<file path="src/rtl/prog_timer.sv">
// prog_timer: programmable down-counting timer with prescaler, one-shot/periodic modes,
// one-cycle done pulses and a sticky expired flag.
module prog_timer #(
    parameter int WIDTH    = 32,
    parameter int PRESCALE = 1
) (
    input  logic             clk,
    input  logic             rst,
    input  logic             en,
    input  logic             start,
    input  logic             stop,
    input  logic             mode,
    input  logic [WIDTH-1:0] load_val,
    input  logic             clr_expired,
    output logic [WIDTH-1:0] count,
    output logic             busy,
    output logic             done,
    output logic             expired
);
    localparam int PW = (PRESCALE > 1) ? $clog2(PRESCALE) : 1;
    localparam logic [PW-1:0] PMAX = PW'(PRESCALE - 1);
    localparam logic [1:0] IDLE = 2'd0, RUN = 2'd1, EXPIRED = 2'd2;

    logic [1:0]       state;
    logic [PW-1:0]    pre;
    logic [WIDTH-1:0] lat_l;
    logic             lat_mode;
    logic             run_en, ptick, expiry;

    assign busy   = state == RUN;
    assign run_en = busy && en;
    assign ptick  = run_en && pre == PMAX;
    assign expiry = ptick && count == '0;

    always_ff @(posedge clk) begin
        if (rst) begin
            state    <= IDLE;
            pre      <= '0;
            count    <= '0;
            lat_l    <= '0;
            lat_mode <= 1'b0;
            done     <= 1'b0;
            expired  <= 1'b0;
        end else if (stop) begin
            state   <= IDLE;
            pre     <= '0;
            count   <= '0;
            done    <= 1'b0;
            expired <= expired & ~clr_expired;
        end else if (start) begin
            // a restart drops any expiry that would have landed this cycle
            lat_l    <= load_val;
            lat_mode <= mode;
            state    <= RUN;
            count    <= load_val;
            pre      <= '0;
            done     <= 1'b0;
            expired  <= 1'b0;
        end else begin
            done    <= expiry;
            expired <= expiry | (expired & ~clr_expired);
            if (run_en)
                pre <= ptick ? '0 : pre + PW'(1);
            if (ptick)
                count <= (count != '0) ? count - WIDTH'(1) : (lat_mode ? lat_l : count);
            if (expiry && !lat_mode)
                state <= EXPIRED;
        end
    end
endmodule

</file>
<file path="config.mk">
export PLATFORM = sky130hd
export DESIGN_NAME = prog_timer
export DESIGN_NICKNAME = d
export VERILOG_FILES = /design/src/rtl/prog_timer.sv
export SDC_FILE = /design/constraint.sdc
export NUM_CORES = 1
export LEC_CHECK = 0
export CAP_MARGIN = 20
export CORE_MARGIN = 3
export CORE_UTILIZATION = 47
export CTS_CLUSTER_DIAMETER = 100
export DETAILED_ROUTE_END_ITERATION = 8
export PLACE_DENSITY = 0.75
export REMOVE_ABC_BUFFERS = 1
export SETUP_SLACK_MARGIN = 0.02
export SLEW_MARGIN = 10
export SYNTH_ARGS = -nofsm -noshare
export SYNTH_HDL_FRONTEND = slang
export SYNTH_SLANG_ARGS = --single-unit
export TNS_END_PERCENT = 30
</file>
<file path="constraint.sdc">
create_clock -name clk -period 1.9 [get_ports clk]
set_input_delay 0.19 -clock clk [delete_from_list [all_inputs] [get_ports clk]]
set_output_delay 0.19 -clock clk [all_outputs]
set_load 0.01 [all_outputs]
</file>
# Word-level counts from Yosys, hierarchy flattened

Cells that the tools add are included.

Flip-flop bits (word level): 70
Input bits: 39
Output and inout port bits: 35
Word-level logic and storage cells: 39

Add/subtract/negate cells: 2
Eq/ne operators: 1
Muxes and demuxes: 9
Bitwise logic cells: 5
Reduce and logical (&&, ||, !) cells: 14

Operators with widths:

| operator                | number |
|---|---|
| $mux W32                | 4 |
| $logic_not A32 Y1       | 1 |
| $reduce_bool A32 Y1     | 1 |
| $sub A32 B1 Y32 const B | 1 |
| $mux W1                 | 5 |
| $logic_and A1 B1 Y1     | 4 |
| $reduce_and A2 Y1       | 2 |
| $reduce_bool A2 Y1      | 2 |
| $not A1 Y1              | 3 |
| $reduce_bool A3 Y1      | 1 |
| $reduce_or A3 Y1        | 1 |
| $eq A2 B1 Y1 const B    | 1 |
| $reduce_or A2 Y1        | 1 |
| $add A1 B1 Y1 const B   | 1 |
| $and A1 B1 Y1           | 1 |
| $logic_not A1 Y1        | 1 |
| $or A1 B1 Y1            | 1 |

# Logic depth before layout (Yosys ltp)

Gate-level depths: netlist (run 1).

Depth in word-level cells: 7
Mapped depth: 9
Depth with buffers taken out: 8

# Worst setup path before layout (run 1)

OpenSTA, ideal clock, no wires.

Path type: register to register
From: register count[0]
To: register count[12]
Library setup time: 58 ps
Data arrival time: 2032 ps
Data required time: 1842 ps
Setup slack: -190 ps
Cell stages (with the launch flop): 9
Path buffers: 0
Period minus slack after synthesis: 2090 ps
Cell sequence: dfxtp_1 inv_1 ha_1 nor3b_2 nand3_1 or3_1 xor2_1 a211oi_1 o221a_2

Cells in the longest elaborated chain, start to end: 4
Elaborated cells between the ends (all ways): 7
Those cells by class: 1 x add/sub; 3 x mux; 3 x reduce/logical

Ends and longest elaborated chain:

| element                                                       | RTL line | RTL |
|---|---|---|
| from (decl)                                                   | 15       | `output logic [WIDTH-1:0] count,` |
| from (signal assigned)                                        | 55       | `count <= load_val;` |
| from (signal assigned)                                        | 65       | `count <= (count != '0) ? count - WIDTH'(1) : (lat_mode ? lat_l : count);` |
| $sub A32 B1 Y32 / $reduce_bool A32 Y1 (equally long branches) | 65       |  |
| $mux W32                                                      | 65       |  |
| $mux W32                                                      | 64       | `if (ptick)` |
| $mux W32                                                      | 50       | `end else if (start) begin` |

Parallel ways exist; a longest one is shown, timed or not. The select of a mux whose other input is x is not followed.
A chain may end at the register's enable or synchronous reset.

# Final worst setup path (run 1)

From: register count[19]
To: register count[6]

Cells in the longest elaborated chain, start to end: 4
Elaborated cells between the ends (all ways): 6
Those cells by class: 3 x mux; 3 x reduce/logical

Ends and longest elaborated chain:

| element               | RTL line |
|---|---|
| $reduce_bool A32 Y1 * | 65 |
| $mux W32              | 65 |
| $mux W32              | 64 |
| $mux W32              | 50 |

Every way passes the cells marked *; elsewhere a longest branch is shown, timed or not. The select of a mux whose other input is x is not followed.

==> out/results.txt, run 1 <==
The flow ran to the end, but the final reports show violations. The checks that failed: negative setup slack. The clock net in this run drives a total of 70 sinks. The synthesized netlist occupies a cell area of 3890 µm². The total congestion overflow after global routing was 0. The kind of cell with the highest combined delay along the critical path is simple AND/OR/NAND/NOR gates. Summed over all cells, the static leakage comes to 2.38 nW. Counting the fill cells in the layout gives 545. The sum of routed wire length over all layers was 14,800 µm.

Among all stages on the critical path, the largest delay is contributed by nor4_4. The logs give 0 for the count of final hold-check violations and 49.3% for the effective utilization at floorplan. Internal power comes to 2.98 mW. The library cells used most frequently in the layout, excluding fill and tap cells, are 99 x nand2_1, 90 x buf_4, 73 x clkdlybuf4s50_1. The count of TritonRoute iterations in the first routing pass is 7, and the least setup slack across all paths after layout is -148 ps. For the weighted congestion at the end of routability-driven global placement, the log shows 0.959. The vertical extent of the die is 97.0 µm.

Global routing used 28.6% of the available tracks. The hold-fix buffer count after cts came out at 0. Setup repair after global routing could not meet its margin everywhere. The library cell used most frequently in the layout, excluding fill and tap cells, is nand2_1.

The CTS clock-pin slew for the worst setup and hold paths is 80 ps, and the count of pins on the block boundary is 74. Of all nets on the critical path, the largest fanout is 5. The via density per instance was 6.19; the core occupancy in the finished layout was 76.4%. Per report_power, the sequential group accounts for 36.1% of the total.

The detail route stage leaves a number of antenna-violating nets equal to 0. The tools report the final setup violation count as 33. The logs give 693 for the number of nets in the final layout and 0 for the count of warnings emitted by yosys. The fraction of registers with async set or reset after synthesis is 0%. The post-route clock skew was 12.3 ps. For this block, the initial DRC count from the detailed router was 431. The area of all sequential standard cells is 1410 µm². The logs give 0 for the max-capacitance violation count and 1.43 mW for the switching component of the power. The total area inside the core boundary comes to 7890 µm². In this run, synthesis produced a sequential element count of 70. The number of antenna violations at the first check in global routing is 0. The total power of the final layout was 4.41 mW.

Counting I/O delays and the setup requirement, the final critical path takes 2050 ps. Combinational cells account for 31.9% of the total power. The tools report the number of distinct library cells after synthesis as 66. Walking the worst path, the cells encountered are nor4_4 > and3_4 > nand4_4 > bufbuf_16 > o32ai_1 > a211oi_2. The clock network is responsible for 31.9% of the overall power. Period utilization: 108%. The HPWL after detailed placement is 9300 µm. The largest single stage delay on the critical path is 420 ps. Maximum number of pins on one net before global-route repair: 34. The die is 97.0 µm wide.

The tools report the launching element type of the critical path as a flip-flop. The largest buffer count on any clock path is 2, and the worst endpoint data arrival time is 2280 ps. In this run the tightest slew margin relative to its limit is 69.8%. The tools report the endpoint type of the worst setup path as a flip-flop. Static timing analysis puts the maximum clock frequency at 488 MHz. The classification of the worst setup path was reg -> reg. The maximum resistive drop on vdd came out at 0.000496 V. In this run the core area contains 32 standard-cell rows. The share of the Yosys chip area taken by registers is 36.0%.

In the final layout, the multi-input gates occupy 2630 µm². The die covers 9410 µm². Worst hold path class: in -> reg. After detailed routing, the number of remaining DRC violations is 0. The cell count after synthesis was 498. The most used flip-flop cell after synthesis is dfxtp_1. The count of port buffers added during placement works out to 73.

The tools report the number of buffers created by CTS as 9. The area growth from synthesis to layout came out at 54.8%. A synthesized cell averages 7.82 µm². Yosys mapped a number of flops with a built-in enable equal to 0.

The worst path buffer plus inverter count was 1. TritonCTS built the clock tree. CTS built an H-tree with a depth of 3. The cell sitting at the root of the clock tree is a clkbuf_8.

Cells with a size suffix above 1 make up 29.8% of the layout. Of the total power, the share spent switching nets is 32.4%. The cell area power density is 732 nW/µm², and the worst-margin pin slew is 449 ps.

For the worst-skew pair, the clock arrives at the later sink with an insertion delay of 360 ps. The routed layout has 4,702 vias. The via count of the first global-routing pass was 4,444. The tools report the required time at the endpoint of the critical path as 2130 ps. The global-route wire length before repair was 22,200 µm; the wire length per cell was 19.5 µm. The antenna diode count is 0, and the final number of max-transition violations is 0.
-- layout make-up --
| cell class | instances | share of cell area (%) |
|---|---|---|
| Clock buffer | 11 | 2.35 |
| Sequential cell | 70 | 23.4 |
| Tap cell | 102 | 2.12 |
| Multi-Input combinational cell | 388 | 43.6 |
| Inverter | 7 | 0.436 |
| Clock inverter | 5 | 1.37 |
| Timing Repair Buffer | 176 | 26.8 |
-- repair_timing --
action	4_1_cts	5_1_grt
endpoints found under the setup margin	33	36
setup buffers	5	7
pin swaps	8	8
resized for setup	43	41
hold endpoints to repair	0	0
gates cloned	1	0
-- logic make-up (layout without fill, tap and decap cells) --
family          after synthesis  in the layout  synth area share [%]
flops                        70             70                  36.0
xor+xnor                     17             17                  3.83
simple gates                227            227                  30.4
buf+inv                      40            199                  4.53
fa+ha+maj                     2              2                 0.643
compound gates              139            139                  23.8
mux                           3              3                 0.771
-- stage by stage --
step | hold slack [ps] | setup WS [ps] | instances | instance area, µm² | TNS (ps)
final | 388 | -148 | 759 | 6030 | -2870
after global routing | 411 | -235 | 759 | 6030 | -5550
after CTS | 393 | -96.6 | 753 | 5820 | -1590
after detailed placement | 449 | -185 | 731 | 5340 | -2510
after global placement | 444 | -118 | 731 | 5340 | -938
after floorplan | 259 | -507 | 465 | 3740 | -14120
-- power by group through the flow --
stage          clock (mW)  sequential, mW  combinational, mW
2_1_floorplan           0            1.65              0.539
3_3_place_gp            0            1.62               1.13
3_5_place_dp            0            1.62               1.15
4_1_cts              1.40            1.59               1.27
5_1_grt              1.47            1.60               1.48
6_report             1.41            1.59               1.41
-- layer usage --
layer  global-route usage [%]  wire length (µm)  vias up  part of all wire, %
met4                     14.6               667        0                  4.5
met2                     46.2              6920      306                   47
met5                        0                 0        -                    0
met3                     5.55              1370       68                  9.3
met1                     36.3              5810     2209                   39
li1                         -                 -     2119                    -
-- Yosys cell counts (6+ instances only) --
| cell | n | area [µm²] |
|---|---|---|
| xor2_1 | 9 | 78.8 |
| nor2_1 | 43 | 161 |
| nand2_1 | 102 | 383 |
| clkbuf_1 | 23 | 86.3 |
| o32ai_1 | 8 | 70.1 |
| dfxtp_1 | 70 | 1400 |
| nand3_1 | 11 | 55.1 |
| buf_2 | 6 | 30.0 |
| inv_1 | 6 | 22.5 |
| o221ai_1 | 8 | 70.1 |
| nor3_1 | 18 | 90.1 |
| o21ai_0 | 22 | 110 |
| o311a_1 | 8 | 80.1 |
| a21oi_1 | 51 | 255 |
| xnor2_1 | 8 | 70.1 |
| o211ai_1 | 6 | 45.0 |
-- worst paths after layout --
kind                          start                     to  slack (ps)  depth (start not counted)
max reg2reg  count[19]$_SDFFE_PP0P_  count[6]$_SDFFE_PP0P_        -150                          6
min                            mode  lat_mode$_SDFFE_PP0P_         390                          3
min reg2reg   lat_l[0]$_SDFFE_PP0P_  lat_l[0]$_SDFFE_PP0P_         460                          2
max          count[19]$_SDFFE_PP0P_  count[6]$_SDFFE_PP0P_        -150                          6
-- worst reg2reg max path, stage by stage, from the launching register on --
cell and delay, ps:
dfxtp_2 360, nor4_4 420, and3_4 270, nand4_4 130, bufbuf_16 300, o32ai_1 290
a211oi_2 150
-- registers in the layout, indices dropped and copies added (netlist names) --
| signal | count |
|---|---|
| pre | 1 |
| state | 2 |
| count | 32 |
| done | 1 |
| expired | 1 |
| lat_l | 32 |
| lat_mode | 1 |
Power figures use the tool's default switching activity.
==> run 2, diff against run 1 <==
--- a/config.mk
+++ b/config.mk
@@ -7,10 +7,11 @@
 export LEC_CHECK = 0
 export CAP_MARGIN = 20
 export CORE_MARGIN = 3
-export CORE_UTILIZATION = 47
+export CORE_UTILIZATION = 52
 export CTS_CLUSTER_DIAMETER = 100
 export DETAILED_ROUTE_END_ITERATION = 8
-export PLACE_DENSITY = 0.75
+export PLACE_DENSITY = 0.79
+export RECOVER_POWER = 25
 export REMOVE_ABC_BUFFERS = 1
 export SETUP_SLACK_MARGIN = 0.02
 export SLEW_MARGIN = 10
==> constraint.sdc (replaced) <==
create_clock -name clk -period 2 [get_ports clk]
set_input_delay 0.2 -clock clk [delete_from_list [all_inputs] [get_ports clk]]
set_output_delay 0.2 -clock clk [all_outputs]
set_load 0.01 [all_outputs]
==> run 2 against run 1 <==
Against the previous run:
- the flow still finishes with violations (negative setup slack)
- sequential power down 4%
- fmax down 3.3%
- global-route usage up 3.0 points
- design area down 3.5%
- highest routed layer unchanged
- register-to-register slack better by 30 ps
- critical path type unchanged
==> out/results.txt, run 2 (synthesis gave the netlist of run 1 again) <==
The leakage dissipation was 2.31 nW (-3.0%); the sum of routed wire length over all layers was 14,400 µm (-2.6%). The logs give 688 (-0.72%) for the number of nets in the final layout and 747 (-1.6%) for the number of non-filler instances in the completed layout. The count of port buffers added during placement is 73 (unchanged), and the vertical extent of the die is 92.5 µm (-4.6%).

The capturing point of the worst reg2reg path was count[31]$_SDFFE_PP0P_. The run gives 0 (unchanged) as the number of antenna violations at the first check in global routing. The post-detailed-route DRC marker count was 0 (unchanged).

STA classifies the critical path endpoint as a flip-flop. The logs give 0 (unchanged) for the max-capacitance violation count and 9.67 ps (-2.59 ps) for the post-route clock skew. In the layout the commonest cells are 98 x nand2_1, 87 x buf_4, 73 x clkdlybuf4s50_1.

The required time at the endpoint of the critical path came out at 2290 ps (+160 ps). The min-delay analysis places its worst path in the category in -> reg. The classification of the worst setup path is reg -> reg. The logs give 5240 µm² (-1.8%) for the cell area reported after detailed placement and 25 (-24%) for the final setup violation count. The via count of the first global-routing pass was 4,272 (-3.9%). The run gives 31.6% (+3.0 points) as the overall routing resource usage. The via density per instance works out to 6.25 (+0.83%). The met1 layer usage reported by global route was 43.1% (+6.8 points). The depth of the most critical reg-to-reg path works out to 9 (+3).

For hold timing, the worst endpoint is lat_mode$_SDFFE_PP0P_. The worst hold path begins at mode. The first-iteration detailed-routing DRC count is 462 (+7.2%), and the worst hold path stage count is 3 (unchanged). The startpoint identified for the worst register-to-register timing path is count[19]$_SDFFE_PP0P_. The flow ran to the end, but the final reports show violations. The reg2reg setup slack was -120 ps (+30 ps). TritonCTS built the clock tree. The time the worst path needs with I/O delays and setup was 2120 ps (+69.5 ps). Cell total after placement: 715 (-2.2%). In this run the most used layer during global routing was met2. For the number of buffers created by CTS, the log shows 9 (unchanged).

The final reports fail on negative setup slack. For the count of final hold-check violations, the log shows 0 (unchanged). The wire length per cell came out at 19.2 µm (-1.1%).

Tracing the worst setup path back leads to its startpoint at count[19]$_SDFFE_PP0P_. The CTS root buffer is clkbuf_8. The run gives 74 (unchanged) as the count of pins on the block boundary. The count of TritonRoute iterations in the first routing pass was 7 (unchanged); the hold-fix buffer count after cts was 0 (unchanged). The worst-case headroom to the max-slew limit came out at 63.2% (-6.6 points). For the antenna diode count, the log shows 0 (unchanged). The tools report the later-pin clock latency in the skew report as 340 ps (-20 ps).

Commonest non-fill, non-tap cell in the layout: nand2_1. The tools report the H-tree depth reported by CTS as 3 (unchanged). The worst-margin pin slew was 548 ps (+98.8 ps). The run gives -117 ps (+30.5 ps) as the least setup slack across all paths after layout. The area growth from synthesis to layout was 49.5%.

Die area: 8560 µm² (-9.0%). The worst hold slack is 403 ps (+14.9 ps). The detailed placer's ending HPWL is 9230 µm (-0.74%), and the CTS clock-pin slew for the worst setup and hold paths is 80 ps (about the same).

The run gives 0 (unchanged) as the total congestion overflow after global routing. For the final number of max-transition violations, the log shows 0 (unchanged). The number of placement rows came out at 30 (-6.3%). The maximum fanout along the worst path works out to 6 (+1). The fraction of final layout cells sized beyond drive strength 1 came out at 28.7% (-1.1 points). Setup repair after global routing could not meet its margin everywhere. The global-route wire length before repair was 21,700 µm (-2.1%). Number of routed nets with antenna violations: 0 (unchanged). The period utilization was 106% (-1.9 points). The final design area excluding fillers came out at 5820 µm² (-3.5%).

The logs give -1130 ps (+1730 ps) for the final total negative setup slack and 0.000353 V (-29%) for the maximum resistive drop on vdd. The run gives 472 MHz (-3.3%) as the highest clock rate. The tools report the largest buffer count on any clock path as 2 (unchanged).

The maximum number of pins on one net before global-route repair was 46 (+35%). The worst setup path is launched from a flip-flop. The cell area power density is 649 nW/µm² (-11%), and the global routing usage on met3 is 5.61% (+0.054 points).

For the area of the core, the log shows 7020 µm² (-11%). The effective utilization at floorplan was 55.5% (+6.1 points). The overall via count from detail_route was 4,666 (-0.77%); the width of the die was 92.5 µm (-4.6%). The logs give 70 (unchanged) for the clock net sink count and 2400 ps (+120 ps) for the worst endpoint data arrival time. The met2 layer usage reported by global route is 49.9% (+3.7 points).

In the final layout, the registers with the most flip-flops are count x32, lat_l x32, state x2. The weighted congestion at the end of routability-driven global placement is 0.946 (-1.4%). The worst setup slack after placement was -122 ps (+62.9 ps).
[run 2: worst max-delay path, stage by stage (launching register included)]
cell and delay (ps):
dfxtp_4 380, nor4_4 330, buf_4 190, nand3_4 100
nor4_4 340, buf_4 230, buf_6 110, nor2_2 40
a41oi_2 210, o21a_1 120
[run 2: metal layers]
metal	up-vias	routed length, µm
li1	2103	-
met1	2188	5780
met2	321	6850
met3	54	1250
met4	0	495
met5	-	0
[run 2: where the power goes]
part / total [mW] / switching [mW] / internal (mW) / leakage [nW]
logic: 1.27 / 0.661 / 0.609 / 1.65
clock network: 0.989 / 0.554 / 0.435 / 0.0817
registers: 1.52 / 0.0612 / 1.46 / 0.576
total: 3.78 / 1.28 / 2.50 / 2.31
[run 2: worst max-delay path by stage]
| stage | endpoint | slack [ps] |
|---|---|---|
| finish | count[31]$_SDFFE_PP0P_ | -120 |
| global route | count[19]$_SDFFE_PP0P_ | -200 |
| CTS | count[19]$_SDFFE_PP0P_ | -20 |
| detailed placement | count[19]$_SDFFE_PP0P_ | -120 |
| global placement | count[19]$_SDFFE_PP0P_ | -80 |
| floorplan | count[29]$_SDFFE_PP0P_ | -410 |
[run 2: repair_timing]
| action | CTS | global route |
|---|---|---|
| buffers inserted | 7 | 9 |
| resized for setup | 25 | 40 |
| pin swaps | 9 | 33 |
| endpoints found under the setup margin | 32 | 35 |
| gates cloned | 0 | 1 |
[run 2: area by class of cell]
| class | instances | area, µm² |
|---|---|---|
| sequential | 70 | 1420 |
| multi-input combinational | 388 | 2550 |
| timing repair buffer | 171 | 1550 |
| tap | 96 | 120 |
| inverter | 7 | 26.3 |
| clock buffer | 10 | 128 |
| clock inverter | 5 | 27.5 |
| fill | 440 | 1200 |
[run 2: metrics by stage]
step / utilization [%] / power [mW]
2_1_floorplan: - / 2.08
3_3_place_gp: 74.7 / 2.58
3_5_place_dp: 74.7 / 2.59
4_1_cts: 79.2 / 3.63
5_1_grt: 82.9 / 3.91
6_report: 82.9 / 3.78
